--- config.mk ---
export PLATFORM = sky130hd
export DESIGN_NAME = reg_bank_arbiter
export DESIGN_NICKNAME = d
export VERILOG_FILES = /design/src/rtl/reg_bank_arbiter.sv
export SDC_FILE = /design/constraint.sdc
export NUM_CORES = 1
export LEC_CHECK = 0
export ABC_CLOCK_PERIOD_IN_PS = 2100
export BUFFER_PORTS_ARGS = -buffer_cell sky130_fd_sc_hd__buf_2
export CAP_MARGIN = 20
export CORE_MARGIN = 4
export CORE_UTILIZATION = 34
export DETAILED_ROUTE_END_ITERATION = 7
export PLACE_DENSITY = 0.66
export SLEW_MARGIN = 20
export SYNTH_ARGS = -nofsm -noshare
export SYNTH_HDL_FRONTEND = slang
export SYNTH_SLANG_ARGS = --single-unit
--- constraint.sdc ---
create_clock -name clk -period 2.1 [get_ports clk]
set_input_delay 0.42 -clock clk [delete_from_list [all_inputs] [get_ports clk]]
set_output_delay 0.42 -clock clk [all_outputs]
set_load 0.1 [all_outputs]
--- src/rtl/reg_bank_arbiter.sv ---
// reg_bank_arbiter: round-robin write arbiter over a small 8-bit register bank.
// Optional burst lock is enabled with `define REG_ARB_LOCK_EN.
module reg_bank_arbiter #(
    parameter  int NUM_REQ = 4,
    parameter  int DEPTH   = 4,
    localparam int AW      = $clog2(DEPTH),
    localparam int GW      = $clog2(NUM_REQ)
) (
    input  logic                 clk,
    input  logic                 rst_n,
    input  logic [NUM_REQ-1:0]   i_req_valid,
    input  logic [NUM_REQ*AW-1:0] i_req_addr,
    input  logic [NUM_REQ*8-1:0] i_req_data,
    output logic [NUM_REQ-1:0]   o_req_ready,
`ifdef REG_ARB_LOCK_EN
    input  logic [NUM_REQ-1:0]   i_req_lock,
`endif
    output logic [GW-1:0]        o_grant_id,
    output logic                 o_wr_strobe,
    input  logic [AW-1:0]        i_rd_addr,
    output logic [7:0]           o_rd_data
);

    logic [GW-1:0] r_ptr;
    logic [7:0]    r_bank [DEPTH];

    logic [GW-1:0] w_gnt;
    logic [GW-1:0] w_idx;
    logic [GW-1:0] w_next;
    logic          w_hit;
    logic [AW-1:0] w_addr;
    logic [7:0]    w_data;

`ifdef REG_ARB_LOCK_EN
    typedef enum logic {S_IDLE, S_LOCKED} state_t;
    state_t        r_state;
    logic [GW-1:0] r_owner;
    logic [GW-1:0] w_own_next;

    assign w_own_next = (r_owner == GW'(NUM_REQ - 1)) ? '0 : r_owner + 1'b1;
`endif

    // Pick the first valid requester at or after the pointer (owner only when locked)
    always_comb begin
        o_req_ready = '0;
        w_gnt       = '0;
        w_idx       = '0;
        w_hit       = 1'b0;
`ifdef REG_ARB_LOCK_EN
        if (r_state == S_LOCKED) begin
            if (i_req_valid[r_owner]) begin
                w_hit = 1'b1;
                w_gnt = r_owner;
            end
        end else
`endif
        begin
            for (int k = 0; k < NUM_REQ; k++) begin
                w_idx = GW'((int'(r_ptr) + k) % NUM_REQ);
                if (!w_hit && i_req_valid[w_idx]) begin
                    w_hit = 1'b1;
                    w_gnt = w_idx;
                end
            end
        end
        if (w_hit) o_req_ready[w_gnt] = 1'b1;
    end

    assign w_next = (w_gnt == GW'(NUM_REQ - 1)) ? '0 : w_gnt + 1'b1;
    assign w_addr = i_req_addr[w_gnt*AW +: AW];
    assign w_data = i_req_data[w_gnt*8 +: 8];

    // Controller: pointer rotation, lock tracking, commit status outputs
    always_ff @(posedge clk or negedge rst_n) begin
        if (!rst_n) begin
            r_ptr       <= '0;
            o_grant_id  <= '0;
            o_wr_strobe <= 1'b0;
`ifdef REG_ARB_LOCK_EN
            r_state     <= S_IDLE;
            r_owner     <= '0;
`endif
        end else begin
            o_wr_strobe <= w_hit;
            if (w_hit) o_grant_id <= w_gnt;
`ifdef REG_ARB_LOCK_EN
            unique case (r_state)
                S_IDLE: begin
                    if (w_hit) begin
                        r_ptr <= w_next;
                        if (i_req_lock[w_gnt]) begin
                            r_state <= S_LOCKED;
                            r_owner <= w_gnt;
                        end
                    end
                end
                S_LOCKED: begin
                    if (!i_req_valid[r_owner] || !i_req_lock[r_owner]) begin
                        r_state <= S_IDLE;
                        r_ptr   <= w_own_next;
                    end
                end
                default: r_state <= S_IDLE;
            endcase
`else
            if (w_hit) r_ptr <= w_next;
`endif
        end
    end

    // Register bank storage, one committed write per cycle
    always_ff @(posedge clk or negedge rst_n) begin
        if (!rst_n) begin
            for (int i = 0; i < DEPTH; i++) r_bank[i] <= 8'h00;
        end else if (w_hit) begin
            r_bank[w_addr] <= w_data;
        end
    end

    // Registered read port with write-first bypass
    always_ff @(posedge clk or negedge rst_n) begin
        if (!rst_n) begin
            o_rd_data <= 8'h00;
        end else if (w_hit && (w_addr == i_rd_addr)) begin
            o_rd_data <= w_data;
        end else begin
            o_rd_data <= r_bank[i_rd_addr];
        end
    end

endmodule

# ---- Yosys cells after proc, flatten, opt, wreduce, memory -nomap -nowiden
# Cells that the tools add are included.
dict set report op_classes {
  div_mod_pow 0
  n_shift 2
  mul 0
  order_cmp 9
  reduce_logical 9
  bitwise 2
  addsub 4
  eq_ne 2
  n_mux 27
}
# operator count
set ops {}
lappend ops {{bitwise mux 32 bit} 1}
lappend ops {{two-way mux 8 bit} 4}
lappend ops {{indexed part select 32 x 6 -> 8 bit} 1}
lappend ops {{binary-select mux 8 bit (select 2 bit)} 1}
lappend ops {{demux 8 bit (select 2 bit)} 1}
lappend ops {{< comparator 2 x 3 -> 1 bit (second input constant)} 5}
lappend ops {{two-way mux 2 bit} 5}
lappend ops {{two-way mux 1 bit} 9}
lappend ops {{binary-select mux 1 bit (select 2 bit)} 4}
lappend ops {{indexed part select 8 x 4 -> 2 bit} 1}
lappend ops {{>= comparator 3 bit (second input constant)} 2}
lappend ops {{logical AND 1 bit} 6}
lappend ops {{inverter 2 -> 3 bit} 2}
lappend ops {{adder 2 x 1 -> 2 bit (second input constant)} 2}
lappend ops {{adder 2 bit (second input constant)} 2}
lappend ops {{two-way mux 4 bit} 1}
lappend ops {{logical NOT 1 bit} 3}
lappend ops {{< comparator 3 x 1 -> 1 bit (second input constant)} 1}
lappend ops {{demux 1 bit (select 2 bit)} 1}
lappend ops {{== test 2 bit} 1}
lappend ops {{== test 2 bit (second input constant)} 1}
lappend ops {{>= comparator 2 x 1 -> 1 bit (second input constant)} 1}
dict set report word_totals {
  memories 0
  inputBits 48
  latchBits 0
  romBits 0
  reg_bits 45
  ram_bits 0
}

# ---- Longest topological paths before layout
# Gate-level depths: netlist of run 1.
dict set report depth {
  depth_word 19
  ltp_mapped 10
  ltp_nobuf 8
}

# ---- Worst setup path before layout of run 1
# OpenSTA, ideal clock, no wires.
dict set report synth_path {
  path_type {register to output}
  start {register r_ptr[1]}
  end {output o_req_ready[1]}
  slack_ns -0.548
  stages_incl_launch_ff 9
  n_path_buf 3
  arrival_time_ns 2.228
  cell_sequence {dfrtp_1 -> buf_4 -> mux2i_1 -> a2bb2oi_1 -> nor2b_2 -> buf_2 -> buf_2 -> ha_1 -> and2_1}
}
dict set report synth_via {
  elab_chain_cells 17
}
# element line_no
set synth_rtl {}
lappend synth_rtl {{from (decl)} 24} ;# logic [GW-1:0] r_ptr;
lappend synth_rtl {{from (signal assigned)} 106} ;# if (w_hit) r_ptr <= w_next;
lappend synth_rtl {{parallel branches: the longest is 11 deep, another holds adder 2 x 1 -> 2 bit} -}
lappend synth_rtl {{two-way mux 2 bit *} 60} ;# if (!w_hit && i_req_valid[w_idx]) begin
lappend synth_rtl {{named net w_gnt[0]} 27} ;# logic [GW-1:0] w_gnt;
lappend synth_rtl {{< comparator 2 x 3 -> 1 bit (not written as such) / >= comparator 2 x 1 -> 1 bit (equally long branches)} 66} ;# if (w_hit) o_req_ready[w_gnt] = 1'b1;
lappend synth_rtl {{logical AND 1 bit (not written as such)} 66}
lappend synth_rtl {{two-way mux 1 bit (not written as such)} 66}
lappend synth_rtl {{demux 1 bit (select 2 bit) *} 66}
lappend synth_rtl {{two-way mux 4 bit *} 66}
lappend synth_rtl {{to (decl)} 14} ;# output logic [NUM_REQ-1:0] o_req_ready,
# Mark *: on every way through the listed nets, which the timed path passes. The select of a mux whose other input is x is not followed.

# ---- Worst setup path in the final report of run 1
dict set report layout_path {
  start {register r_ptr[1]}
  end {register r_bank[30] in the netlist's numbering}
}
dict set report layout_via {
  elab_chain_cells 19
}
# element line_no
set layout_rtl {}
lappend layout_rtl {{parallel branches: the longest is 19 deep, another holds adder 2 x 1 -> 2 bit} -}
lappend layout_rtl {{to (signal, indexed assignment)} 116} ;# r_bank[w_addr] <= w_data;
lappend layout_rtl {{to (decl)} 25} ;# logic [7:0] r_bank [DEPTH];
# Parallel ways; which one is timed is not known. The select of a mux whose other input is x is not followed.
# A chain may end at the register's enable or synchronous reset.

==> results of run 1 <==
[what timing repair did]
action | CTS | global route
gates cloned | 0 | 0
setup endpoints to repair | 44 | 44
setup buffers | 15 | 4
pin swaps | 8 | 6
resized for setup | 53 | 32
hold buffers | 0 | 0
[per-layer routing]
layer,vias to the layer above,routed length [um],track usage (%)
met1,984,2630,18.0
met4,0,114,7.58
li1,955,-,-
met5,-,0,0
met3,8,255,2.63
met2,33,3440,26.2
[registers in the layout, summed over array words and instances (netlist names)]
signal       cells
r_bank          32
r_ptr            2
o_wr_strobe      1
o_rd_data        8
o_grant_id       2
[cell usage in the layout, fill, tap and decap left out, types with 2 or more instances in the layout]
master / count
buf_2: 58
dfrtp_1: 43
mux2_4: 33
buf_4: 28
nand2_1: 25
buf_6: 17
mux2_2: 9
mux4_2: 8
nor2_2: 7
mux2_1: 6
and2_4: 5
a31oi_2: 5
clkbuf_8: 5
buf_12: 5
nand3_1: 4
ha_4: 4
inv_2: 3
a31oi_4: 3
and3_1: 2
nor3_2: 2
nor2_1: 2
o21ai_1: 2
nand3_2: 2
or3_4: 2
clkinv_2: 2
dfrtp_2: 2
[where the power goes]
part | switching, uW | leakage, uW | total [uW] | internal [uW]
clock network | 288 | 0.0000450 | 519 | 231
registers | 233 | 0.000516 | 1550 | 1320
logic | 2240 | 0.00121 | 4350 | 2110
total | 2760 | 0.00177 | 6420 | 3660
[worst paths after layout]
| path | to | startpoint | slack [ns] |
|---|---|---|---|
| max | r_bank[30] | r_ptr[1] | -0.26 |
| min in group clk | r_ptr[0] | i_req_valid[1] | 0.47 |
| min reg2reg | o_grant_id[1] | o_grant_id[1] | 0.49 |
| max in group asynchronous | r_ptr[1] | rst_n | 1.49 |
| min | r_bank[24] | rst_n | 0.18 |
| max reg2reg | r_bank[30] | r_ptr[1] | -0.26 |
[critical path: stages (launching register included)]
cell and delay [ns]:
dfrtp_2 0.43, mux2i_1 0.26, a2bb2oi_2 0.09, nor2b_4 0.15, inv_2 0.11, buf_4 0.13
nand3_2 0.08, and2_4 0.18, or3_4 0.39, buf_6 0.15, mux2_4 0.29
[logic make-up after synthesis]
logic type	synth area share, %
buffers and inverters	3.21
AND/OR/NAND/NOR	11.4
flip-flops	44.4
adder cells (fa/ha/maj)	1.97
AO/OA/AOI/OAI	6.86
multiplexers	32.1
[final cells by class]
cell class                 instances  area (sq um)  share of cell area (%)
clock inverter                     2          10.0                   0.264
timing repair buffer             109           807                    21.2
sequential                        45          1130                    29.7
inverter                           5          26.3                   0.692
tap                               99           124                    3.26
multi-input combinational        146          1630                    42.9
clock buffer                       6          72.6                    1.91
[synthesized netlist by cell type (all sizes together)]
library cell,number
mux2,48
dfrtp,45
nand2,26
nor2,10
buf,9
a31oi,8
mux4,8
nand3,6
and2,5
inv,5
ha,4
o21ai,4
and3,3
mux2i,3
a21boi,2
a21oi,2
nor3,2
nor4,2
or3,2
a21o,1
a22oi,1
a2bb2oi,1
and3b,1
clkbuf,1
nand2b,1
nand3b,1
nor2b,1
o211a,1
o21a,1
o221a,1
o221ai,1
[stage by stage]
stage	util (%)	hold slack, ns
floorplan	-	0.124
global placement	44.5	0.456
detailed placement	44.5	0.463
CTS	50.4	0.209
global route	52.4	0.232
finish	52.4	0.184
==> results.py, run 1 <==
metrics = {
    "floorplan": {
        "initial_utilization_pct": 35.0,
        "die_h_um": 94.4,
        "coreArea_sq_um": 7250,
        "ios": 63,
        "die_x_um": 94.4,
        "num_rows": 31,
        "dieArea_sq_um": 8900,
    },
    "yosys": {
        "synth.avg_cell_area_sq_um": 12.3,
        "synthTopCellsByArea": "dfrtp_1 44%, mux2_4 9.5%, mux2_1 9.3%",
        "synth.largest_area_cell": "dfrtp_1",
        "ys_warn_count": 0,
        "synth_top_area_share_pct": 44.4,
        "seq_area_frac_synth_pct": 44.4,
        "synthCells": 206,
        "synth_nets": 258,
        "ys_ff_latch": 45,
        "synthDistinctLibCells": 43,
        "syn_area_sq_um": 2540,
    },
    "min_path": {
        "min_path_type": "input pin to asynchronous set/reset pin",
    },
    "routing": {
        "wl_per_cell_um": 15.6,
        "drc": 0,
        "drtIter0Drc": 41,
        "drt_wl_total_um": 6430,
        "vias": 1980,
        "drtPass1Iterations": 4,
        "via_per_inst": 4.81,
        "postRouteAntennaNets": 0,
    },
    "global_route": {
        "gr-usage-all-layers_pct": 15.1,
        "grt_pass1_vias": 2043,
        "antenna_found_initial": 0,
        "grt_pass1_wl_um": 10200,
        "grt-ovfl-total": 0,
        "grt_max_degree": 46,
    },
    "placed_design": {
        "pre_cts_slack_ns": -0.289,
        "placed_cell_area_sq_um": 3230,
        "gp_congestion": 0.767,
        "place_hpwl_um": 4370,
        "dp.cells": 387,
        "port_buffers": 62,
    },
    "job": {
        "maxCapViolCount": 0,
    },
    "setup_path": {
        "crit_fanout": 7,
        "rr_worst_depth": 10,
        "arrival_ns": 2.55,
        "startpoint_type": "register",
        "critPathCaptureType": "register",
        "cp.required_ns": 2.29,
        "crit_type": "register to register",
    },
    "cts": {
        "htreeDepth": 2,
        "clkSinkCount": 45,
        "clockBufferDepth": 2,
        "cts_tree": "done",
        "ctsRootBufferMaster": "clkbuf_8",
        "numCtsBuffers": 5,
        "insertion_delay_ns": 0.31,
        "clkTransAtPathRegs_ns": 0.09,
    },
    "power": {
        "power_density_nw_per_um2": 1690,
        "finalPower_uw": 6420,
        "ir_drop_mv": 0.475,
        "leakage_uw": 0.00177,
    },
    "timing": {
        "clock.fmax_mhz": 423,
        "skew_ns": 0.0101,
        "period_share_pct": 113,
        "tightest_slew_ns": 0.564,
        "setup_ws_ns": -0.265,
        "relSlewSlack_pct": 62.4,
        "timing.setup.tns_ns": -7.81,
        "min_period_ns": 2.36,
        "setup_viol_count_final": 44,
        "drv_slew": 0,
        "hold_viol": 0,
        "rsz0062_at_grt": "true",
    },
    "final_layout": {
        "fin_area_sq_um": 3800,
        "drive_above_1_share_pct": 68.4,
        "nets": 364,
        "diodes": 0,
        "fillers": 614,
        "area_growth_syn_to_layout_pct": 49.8,
        "layout.cells.non_filler": 412,
    },
    "outcome": {
        "status": "complete, but fails checks",
        "violations": "setup timing",
    },
}
(Power assumes the default switching activity.)
==> run 2, diff against run 1 <==
--- a/config.mk
+++ b/config.mk
@@ -10,2 +10,3 @@
 export CAP_MARGIN = 20
+export CORE_ASPECT_RATIO = 2
 export CORE_MARGIN = 4
==> constraint.sdc (replaced) <==
create_clock -name clk -period 2.1 [get_ports clk]
set_input_delay 0.315 -clock clk [delete_from_list [all_inputs] [get_ports clk]]
set_output_delay 0.315 -clock clk [all_outputs]
set_load 0.1 [all_outputs]
==> run 2 against run 1 <==
The run still ends with setup timing left. Final cell count decreased by 3.4%. Clock-buffer cell count unchanged. Non-clock buffer count decreased by 7.
==> results.py, run 2 (synthesis results as in run 1) <==
metrics = {
    "outcome": {
        "status": "complete, but fails checks",
        "violations": "setup timing",
    },
    "timing": {
        "skew_ns": 0.00496,
        "setup_viol_count_final": 44,
        "period_share_pct": 112,
        "setup_ws_ns": -0.256,
        "relSlewSlack_pct": 61.5,
        "clock.fmax_mhz": 424,
        "rsz0062_at_grt": "true",
        "tightest_slew_ns": 0.577,
        "hold_viol": 0,
        "min_period_ns": 2.36,
        "drv_slew": 0,
    },
    "floorplan": {
        "ios": 63,
        "initial_utilization_pct": 34.9,
        "dieArea_sq_um": 8990,
        "die_x_um": 69.1,
        "coreArea_sq_um": 7270,
        "num_rows": 44,
        "die_h_um": 130,
    },
    "setup_path": {
        "crit_fanout": 6,
        "rr_worst_depth": 9,
        "r2r-start": "r_ptr[1]",
        "startpoint_type": "register",
        "r2r_slack_ns": -0.26,
        "critPathCaptureType": "register",
        "cp.required_ns": 2.27,
        "max_stage_delay_ns": 0.45,
        "startpoint": "r_ptr[1]",
        "slowest_stage": "dfrtp_2",
        "arrival_ns": 2.53,
        "cp_num_buf_inv": 2,
        "critical-path-top-delay-family": "simple AND/OR/NAND/NOR gates",
        "r2r_end": "r_bank[0]",
        "cp_cell_sequence": "and3b_2 -> o21ai_4 -> and3_1 -> nor3_4 -> a21oi_2 -> buf_4 -> and3_1 -> buf_4 -> mux2_1",
        "crit_type": "register to register",
    },
    "routing": {
        "via_per_inst": 5.05,
        "drtIter0Drc": 57,
        "vias": 2008,
        "drtPass1Iterations": 5,
        "wl_per_cell_um": 17.0,
        "drc": 0,
        "drt_wl_total_um": 6790,
        "postRouteAntennaNets": 0,
    },
    "final_layout": {
        "fillers": 661,
        "largest_reg_flops": 32,
        "top_register": "r_bank",
        "diodes": 0,
        "nets": 357,
        "seqCellArea_sq_um": 1130,
        "final_cell_mix": "58 x buf_2, 43 x dfrtp_1, 29 x buf_4, 28 x mux2_4, 25 x nand2_1",
        "multiInputGateArea_sq_um": 1570,
        "area_growth_syn_to_layout_pct": 48.1,
        "drive_above_1_share_pct": 62.7,
        "layout_commonest_cell": "buf_2",
        "top_regs": "r_bank (32), o_rd_data (8)",
        "fin_area_sq_um": 3760,
    },
    "power": {
        "power_frac_clock_pct": 12.6,
        "pwr-share-comb_pct": 63.6,
        "p_seq_share_pct": 23.8,
        "leakage_uw": 0.00176,
        "power_switching_uw": 2760,
        "power_density_nw_per_um2": 1730,
        "finalPower_uw": 6500,
        "internal_power_uw": 3740,
        "swShare_pct": 42.5,
        "ir_drop_mv": 1.19,
    },
    "cts": {
        "clkSinkCount": 45,
        "numCtsBuffers": 5,
        "cts_tree": "done",
        "clkTransAtPathRegs_ns": 0.07,
        "ctsRootBufferMaster": "clkbuf_16",
        "insertion_delay_ns": 0.29,
        "cts_hold_buf": 0,
        "clockBufferDepth": 2,
        "htreeDepth": 2,
    },
    "global_route": {
        "gr-usage-all-layers_pct": 15.8,
        "grt_max_degree": 46,
        "grt_pass1_vias": 2314,
        "grt-ovfl-total": 0,
        "grt_pass1_wl_um": 11100,
        "antenna_found_initial": 0,
    },
    "placed_design": {
        "gp_congestion": 0.793,
        "port_buffers": 62,
        "place_hpwl_um": 4760,
        "placed_cell_area_sq_um": 3210,
    },
    "job": {
        "maxCapViolCount": 0,
    },
    "min_path": {
        "min_path_type": "input pin to asynchronous set/reset pin",
    },
}
## run 2: cell types whose count changed in the layout (fill, tap and decap cells not counted), sizes merged
cell / before / now
buf: 109 / 102
inv: 5 / 4
clkinv: 2 / 3
## run 2: repair_timing
| action | in CTS | in global routing |
|---|---|---|
| buffers inserted | 7 | 6 |
| resized for setup | 51 | 17 |
| setup endpoints to repair | 44 | 44 |
| pin swaps | 9 | 5 |
## run 2: how the worst max path moves through the flow
stage	endpoint	cells after the start
floorplan	r_bank[24]	9
global placement	o_rd_data[1]	9
detailed placement	o_rd_data[1]	9
CTS	o_req_ready[1]	8
global route	r_bank[1]	11
finish	r_bank[0]	9
## run 2: final cells by class
type / instances / area share [%]
repair buffers: 102 / 20.1
well taps: 92 / 3.06
flip-flops and latches: 45 / 30.0
clock inverters: 2 / 0.366
inverters: 5 / 0.899
multi-input cells: 146 / 41.8
clock buffers: 6 / 3.70
## run 2: power groups by stage
stage	registers (uW)	clock network, uW	logic [uW]
4_1_cts	1540	838	3980
3_5_place_dp	1550	0	3500
5_1_grt	1600	868	4380
6_report	1550	817	4140
2_1_floorplan	2180	0	1950
3_3_place_gp	1540	0	3430
## run 2: through the flow
step	hold WS (ns)	setup slack (ns)	util [%]	cells	TNS, ns
after floorplan	0.0194	-0.0386	-	206	-0.691
after global placement	0.438	-0.300	44.1	377	-9.85
after detailed placement	0.443	-0.348	44.1	377	-12.16
after CTS	0.128	-0.253	50.0	392	-9.56
after global routing	0.148	-0.358	51.7	398	-13.00
final	0.101	-0.256	51.7	398	-9.04
## run 2: per-layer routing
metal	up-vias	routed length, um	track usage, %
met5	-	0	0
met4	0	99	6.56
met3	6	283	2.85
met2	51	3860	30.6
met1	1008	2540	16.4
li1	943	-	-
